--- src/rtl/cmp_pkg.sv ---
// Shared types and helpers for the cmp6_flags_unit comparator slice.
// CMP_EXT_FLAGS_EN adds gt/gtu/ge/geu to the flag bundle.
package cmp_pkg;

   localparam int unsigned CMP_DEFAULT_WIDTH = 6;

   typedef struct packed {
      logic lt;
      logic ltu;
      logic eq;
`ifdef CMP_EXT_FLAGS_EN
      logic gt;
      logic gtu;
      logic ge;
      logic geu;
`endif
   } cmp_flags_t;

   // Operands arrive zero-extended to 32 bits; width selects the sign bit.
   function automatic logic cmp_signed_lt(input logic [31:0] a,
                                          input logic [31:0] b,
                                          input int unsigned width);
      logic [31:0] mask;
      logic [31:0] ta;
      logic [31:0] tb;
      mask = (width >= 32) ? '1 : ((32'd1 << width) - 32'd1);
      ta   = a >> (width - 1);
      tb   = b >> (width - 1);
      if (ta[0] != tb[0]) begin
         return ta[0];
      end
      return (a & mask) < (b & mask);
   endfunction

endpackage

--- src/rtl/cmp6_flags_unit_if.sv ---
// Operand/flag bundle between a requester and cmp6_flags_unit.
// CMP_EXT_FLAGS_EN adds the gt/gtu/ge/geu flag signals.
interface cmp6_flags_unit_if #(
   parameter int unsigned WIDTH = cmp_pkg::CMP_DEFAULT_WIDTH
);

   logic             in_valid;
   logic [WIDTH-1:0] a;
   logic [WIDTH-1:0] b;
   logic             out_valid;
   logic             lt;
   logic             ltu;
   logic             eq;
`ifdef CMP_EXT_FLAGS_EN
   logic             gt;
   logic             gtu;
   logic             ge;
   logic             geu;

   modport master (
      output in_valid, a, b,
      input  out_valid, lt, ltu, eq, gt, gtu, ge, geu
   );

   modport slave (
      input  in_valid, a, b,
      output out_valid, lt, ltu, eq, gt, gtu, ge, geu
   );
`else
   modport master (
      output in_valid, a, b,
      input  out_valid, lt, ltu, eq
   );

   modport slave (
      input  in_valid, a, b,
      output out_valid, lt, ltu, eq
   );
`endif

endinterface

--- src/rtl/cmp_core.sv ---
// Purely combinational signed/unsigned/equality comparator.
// CMP_EXT_FLAGS_EN adds gt/gtu/ge/geu to the produced flags.
module cmp_core
   import cmp_pkg::*;
#(
   parameter int unsigned WIDTH = CMP_DEFAULT_WIDTH
) (
   input  logic [WIDTH-1:0] a,
   input  logic [WIDTH-1:0] b,
   output cmp_flags_t       flags
);

   logic [31:0] a_ext;
   logic [31:0] b_ext;

   assign a_ext = 32'(a);
   assign b_ext = 32'(b);

   always_comb begin
      flags     = '0;
      flags.ltu = (a < b);
      flags.eq  = ~|(a ^ b);
      flags.lt  = cmp_signed_lt(a_ext, b_ext, WIDTH);
`ifdef CMP_EXT_FLAGS_EN
      flags.gt  = cmp_signed_lt(b_ext, a_ext, WIDTH);
      flags.gtu = (b < a);
      flags.ge  = ~flags.lt;
      flags.geu = ~flags.ltu;
`endif
   end

endmodule

--- src/rtl/cmp6_flags_unit.sv ---
// Registered comparator: one-cycle latency flags with valid qualifier.
// CMP_EXT_FLAGS_EN enables the registered gt/gtu/ge/geu outputs.
module cmp6_flags_unit
   import cmp_pkg::*;
#(
   parameter int unsigned WIDTH = CMP_DEFAULT_WIDTH
) (
   input  logic                 clk,
   input  logic                 rst_n,
   cmp6_flags_unit_if.slave     bus
);

   cmp_flags_t flags_d;
   cmp_flags_t flags_q;
   logic       valid_q;

   cmp_core #(
      .WIDTH (WIDTH)
   ) u_core (
      .a     (bus.a),
      .b     (bus.b),
      .flags (flags_d)
   );

   // Flags only load on a valid cycle so they hold through bubbles.
   always_ff @(posedge clk or negedge rst_n) begin
      if (!rst_n) begin
         valid_q <= 1'b0;
         flags_q <= '0;
      end else begin
         valid_q <= bus.in_valid;
         if (bus.in_valid) begin
            flags_q <= flags_d;
         end
      end
   end

   assign bus.out_valid = valid_q;
   assign bus.lt        = flags_q.lt;
   assign bus.ltu       = flags_q.ltu;
   assign bus.eq        = flags_q.eq;
`ifdef CMP_EXT_FLAGS_EN
   assign bus.gt        = flags_q.gt;
   assign bus.gtu       = flags_q.gtu;
   assign bus.ge        = flags_q.ge;
   assign bus.geu       = flags_q.geu;
`endif

endmodule

--- src/flat_wrapper.sv ---
// flat-port wrapper written by rule: the top's interface ports become plain ports
module cmp6_flags_unit_flat import cmp_pkg::*;
#(
   parameter int unsigned WIDTH = CMP_DEFAULT_WIDTH
)
  (clk, rst_n, bus_in_valid, bus_a, bus_b, bus_out_valid, bus_lt, bus_ltu, bus_eq);
  cmp6_flags_unit_if #(.WIDTH(WIDTH)) bus_i ();
  input  logic clk;
  input  logic rst_n;
  input wire logic [$bits(bus_i.in_valid)-1:0] bus_in_valid;
  input wire logic [$bits(bus_i.a)-1:0] bus_a;
  input wire logic [$bits(bus_i.b)-1:0] bus_b;
  output wire logic [$bits(bus_i.out_valid)-1:0] bus_out_valid;
  output wire logic [$bits(bus_i.lt)-1:0] bus_lt;
  output wire logic [$bits(bus_i.ltu)-1:0] bus_ltu;
  output wire logic [$bits(bus_i.eq)-1:0] bus_eq;
  assign bus_i.in_valid = bus_in_valid;
  assign bus_i.a = bus_a;
  assign bus_i.b = bus_b;
  assign bus_out_valid = bus_i.out_valid;
  assign bus_lt = bus_i.lt;
  assign bus_ltu = bus_i.ltu;
  assign bus_eq = bus_i.eq;
  cmp6_flags_unit #(.WIDTH(WIDTH)) u_core (.clk(clk), .rst_n(rst_n), .bus(bus_i));
endmodule
--- config.mk ---
export PLATFORM = sky130hd
export DESIGN_NAME = cmp6_flags_unit_flat
export DESIGN_NICKNAME = d
export VERILOG_FILES = /design/src/rtl/cmp_pkg.sv /design/src/rtl/cmp6_flags_unit_if.sv /design/src/rtl/cmp_core.sv /design/src/rtl/cmp6_flags_unit.sv /design/src/flat_wrapper.sv
export SDC_FILE = /design/constraint.sdc
export NUM_CORES = 1
export LEC_CHECK = 0
export CAP_MARGIN = 20
export CORE_AREA = 2 2 39 41
export DETAILED_ROUTE_END_ITERATION = 6
export DIE_AREA = 0 0 41 43
export HOLD_SLACK_MARGIN = 0.03
export PLACE_DENSITY_LB_ADDON = 0.1
export SLEW_MARGIN = 20
export SYNTH_ARGS = -nofsm -noshare
export SYNTH_HDL_FRONTEND = slang
export SYNTH_SLANG_ARGS = --single-unit
--- constraint.sdc ---
create_clock -name clk -period 1.3 [get_ports clk]
set_clock_uncertainty 0.2 [all_clocks]
set_input_delay 0.13 -clock clk [delete_from_list [all_inputs] [get_ports clk]]
set_output_delay 0.13 -clock clk [all_outputs]
set_load 0.01 [all_outputs]
==> impl_summary.log <==
INFO  metric clock_tree.buffer_depth = 2
INFO  metric layout-drive-gt1-share = 0.3167
INFO  metric cell_accounting_for_the_most_synthesized_area = sky130_fd_sc_hd__dfrtp_1
INFO  metric via_count = 340
INFO  metric cp_data_arrival_time = 1.22 ns
INFO  metric via_per_inst = between 4 and 5
INFO  metric final.fill_count = between 100 and 150
INFO  metric dp_hpwl = ~560 um
INFO  metric mostFrequentLayoutCells = 11 x sky130_fd_sc_hd__dlygate4sd2_1, 6 x sky130_fd_sc_hd__inv_1, 5 x sky130_fd_sc_hd__clkdlybuf4s50_1
INFO  metric cts-buffers-inserted = 3
INFO  metric clk_root_buffer_cell = sky130_fd_sc_hd__clkbuf_4
INFO  metric port-buffer-count = 18
INFO  metric timing.reg2reg.worst_path_depth = 2
INFO  metric starting_density_of_the_core = 0.2152
INFO  metric max_freq = approximately 790 MHz
INFO  metric r2r-start = u_core.bus.lt
INFO  metric synth_top_area_frac = 0.3361
INFO  metric antenna_cells = 0
INFO  metric hold_viol_final = 0
INFO  metric criticalPathCategory = primary input to flip-flop
INFO  metric io_pins = 19
INFO  metric dr.first_iter.drc_count = 5
INFO  metric vias_in_the_first_global_route = 345
INFO  metric hp-class = primary input to flip-flop
INFO  metric critPathMaxStageDelay = 0.52 ns
INFO  metric power.static_leakage = 0.3116 nW
INFO  metric p_total = approximately 0.45 mW
INFO  metric row_count = 14
INFO  metric area_enclosed_by_the_die_boundary = ~1800 um^2
INFO  metric drc_errors = 0
INFO  metric avgRoutedWirePerCell = roughly 10 um
INFO  metric crit_path_top_delay_cell = sky130_fd_sc_hd__clkdlybuf4s50_1
INFO  metric final.min_clock_period = between 1 and 1.5 ns
INFO  metric reg2reg_slack = around 0.38 ns
INFO  metric floorplan_die_height = approximately 43 um
INFO  metric grt_first_pass_wirelength = roughly 1.2 mm
INFO  metric synth.cell_area = between 200 and 300 um^2
INFO  metric postSynthAreaPerCell = just under 9 um^2
INFO  metric ys_top_cells_by_area = sky130_fd_sc_hd__dfrtp_1 34%, sky130_fd_sc_hd__ha_1 25%, sky130_fd_sc_hd__inv_1 13%, sky130_fd_sc_hd__nand3_1 5.0%, sky130_fd_sc_hd__o22ai_1 4.2%
INFO  metric rsz_0062_raised_after_global_routing = false
INFO  metric worstPathMaxFanout = 2
INFO  metric synth.yosys.seq_area_share = 0.3361
INFO  metric synth.ff_latch_count = 4
INFO  metric slew_headroom = 0.8259
INFO  metric cellPowerDensity = roughly 730 nW/um^2
INFO  metric core_area = roughly 1400 um^2
INFO  metric antenna_violations_before_repair = 0
INFO  metric hold-path-cell-count = 5
INFO  metric path_cells = clkdlybuf4s50_1, ha_4, a21oi_2, o21bai_2, o22ai_1
INFO  metric min_period_over_period = 0.9728
INFO  metric cp-endpoint = u_core.bus.ltu
INFO  metric vdd.ir_drop.worst = around 340 uV
INFO  metric grt_max_degree = 8
INFO  metric synthesis.instances = 34
INFO  metric drt_wl_total = approximately 770 um
INFO  metric max_slew.worst_pin.slew = 0.2603 ns
INFO  metric maxSlewViolCount = 0
INFO  metric final_nets = 83
INFO  metric most_common_cell_after_layout_fill_and_taps_aside = sky130_fd_sc_hd__dlygate4sd2_1
INFO  metric htreeDepth = 1
INFO  metric worstReg2RegEnd = u_core.bus.lt
INFO  metric grt.total_usage = 0.1078
INFO  metric clk_pin_slew_worst_paths = 0.04 ns
INFO  metric worst_setup_path_start_kind = primary input
INFO  metric chipWidth = between 40 and 50 um
INFO  metric final.setup.tns = 0 ns
INFO  metric globalRoute.totalOverflow = 0
INFO  metric tritoncts = yes
INFO  metric ys.warnings.count = 0
INFO  metric detailedRoute.firstPassIterationCount = 4
INFO  metric final_antenna_net_count = 0
INFO  metric syn_nets = 55
INFO  metric area_growth_syn_to_layout = 107.1%
INFO  metric place.gp.congestion = ~0.74
INFO  metric clk-insertion-delay-late = 0.23 ns
INFO  metric outcome = finished, final reports clean
INFO  metric final-setup-viol-count = 0
INFO  metric netlist-cell-type-count = 13
INFO  metric cp-end-kind = flip-flop
INFO  metric cts_num_sinks = 4
INFO  metric timing.critical_path.from = bus_a[1]
INFO  metric cp_data_required_time = ~1.3 ns
INFO  metric max_cap_viol_count = 0
layout make-up:
class,count,area [um^2],share of cell area
flip-flops and latches,4,100.1,0.1623
repair buffers,23,211.5,0.3428
well taps,16,20.02,0.03245
clock buffers,3,22.52,0.03651
multi-input cells,20,225.2,0.3651
inverters,10,37.54,0.06085
registers in the layout (all words and copies together) (netlist names):
register,flops
u_core.bus.eq,1
u_core.bus.lt,1
u_core.bus.ltu,1
u_core.bus.out_valid,1
how the worst min path moves through the flow:
| stage | startpoint | to |
|---|---|---|
| finish | bus_b[1] | u_core.bus.eq |
| global route | bus_b[1] | u_core.bus.eq |
| CTS | bus_a[4] | u_core.bus.lt |
| detailed placement | rst_n | u_core.bus.ltu |
| global placement | rst_n | u_core.bus.eq |
| floorplan | rst_n | u_core.bus.eq |
kinds of logic (layout without fill, tap and decap cells):
logic type | after synthesis | in the layout | share of synthesized area
fa+ha+maj | 6 | 6 | 0.2521
simple gates | 6 | 6 | 0.1134
buf+inv | 10 | 36 | 0.1261
compound gates | 8 | 8 | 0.1722
flops | 4 | 4 | 0.3361
power by group:
group / internal (mW) / total, mW / switching (mW)
Clock: 0.103 / 0.154 / 0.0510
Sequential: 0.136 / 0.141 / 0.00508
Combinational: 0.0903 / 0.155 / 0.0642
Total: 0.330 / 0.450 / 0.120
cell usage after synthesis:
| cell | count |
|---|---|
| sky130_fd_sc_hd__a21o_1 | 1 |
| sky130_fd_sc_hd__a21oi_1 | 1 |
| sky130_fd_sc_hd__dfrtp_1 | 4 |
| sky130_fd_sc_hd__ha_1 | 6 |
| sky130_fd_sc_hd__inv_1 | 10 |
| sky130_fd_sc_hd__nand2_1 | 1 |
| sky130_fd_sc_hd__nand3_1 | 3 |
| sky130_fd_sc_hd__nand4_1 | 1 |
| sky130_fd_sc_hd__nand4b_1 | 1 |
| sky130_fd_sc_hd__o21ai_0 | 2 |
| sky130_fd_sc_hd__o21ai_1 | 1 |
| sky130_fd_sc_hd__o21bai_2 | 1 |
| sky130_fd_sc_hd__o22ai_1 | 2 |
through the flow:
stage | utilization | cell area (um^2) | instances | setup WS (ns) | hold slack [ns]
floorplan | - | 297.8 | 34 | 0.1289 | -0.3656
global placement | 0.3761 | 520.5 | 71 | -0.3917 | 0.1411
detailed placement | 0.3761 | 520.5 | 71 | -0.3997 | 0.1509
CTS | 0.4421 | 611.8 | 76 | 0.01700 | 0.2610
global route | 0.4458 | 616.8 | 76 | 0.01482 | 0.2712
finish | 0.4458 | 616.8 | 76 | 0.03538 | 0.2276
worst max-delay path: cells and delay by family:
| family | cells | cell delay [ns] |
|---|---|---|
| AOI/OAI and AO/OA | 3 | 0.35 |
| adders and majority gates | 1 | 0.22 |
| buffers and inverters | 1 | 0.52 |
metal layers:
layer  wire length, um  share of wire  vias up  GRT usage
li1                  -              -      167          -
met1               272           0.35      159     0.1006
met2               443           0.58       14     0.1906
met3                53          0.069        0    0.04712
met4                 0              0        0    0.04000
met5                 0              0        -          0
repair_timing:
action | 4_1_cts | 5_1_grt
endpoints found under the hold margin | 4 | 0
resized for setup | 21 | 3
setup buffers | 1 | 0
hold buffers | 1 | 0
setup endpoints to repair | 7 | 3
pin swaps | 10 | 3
Power figures use the tool's default switching activity.
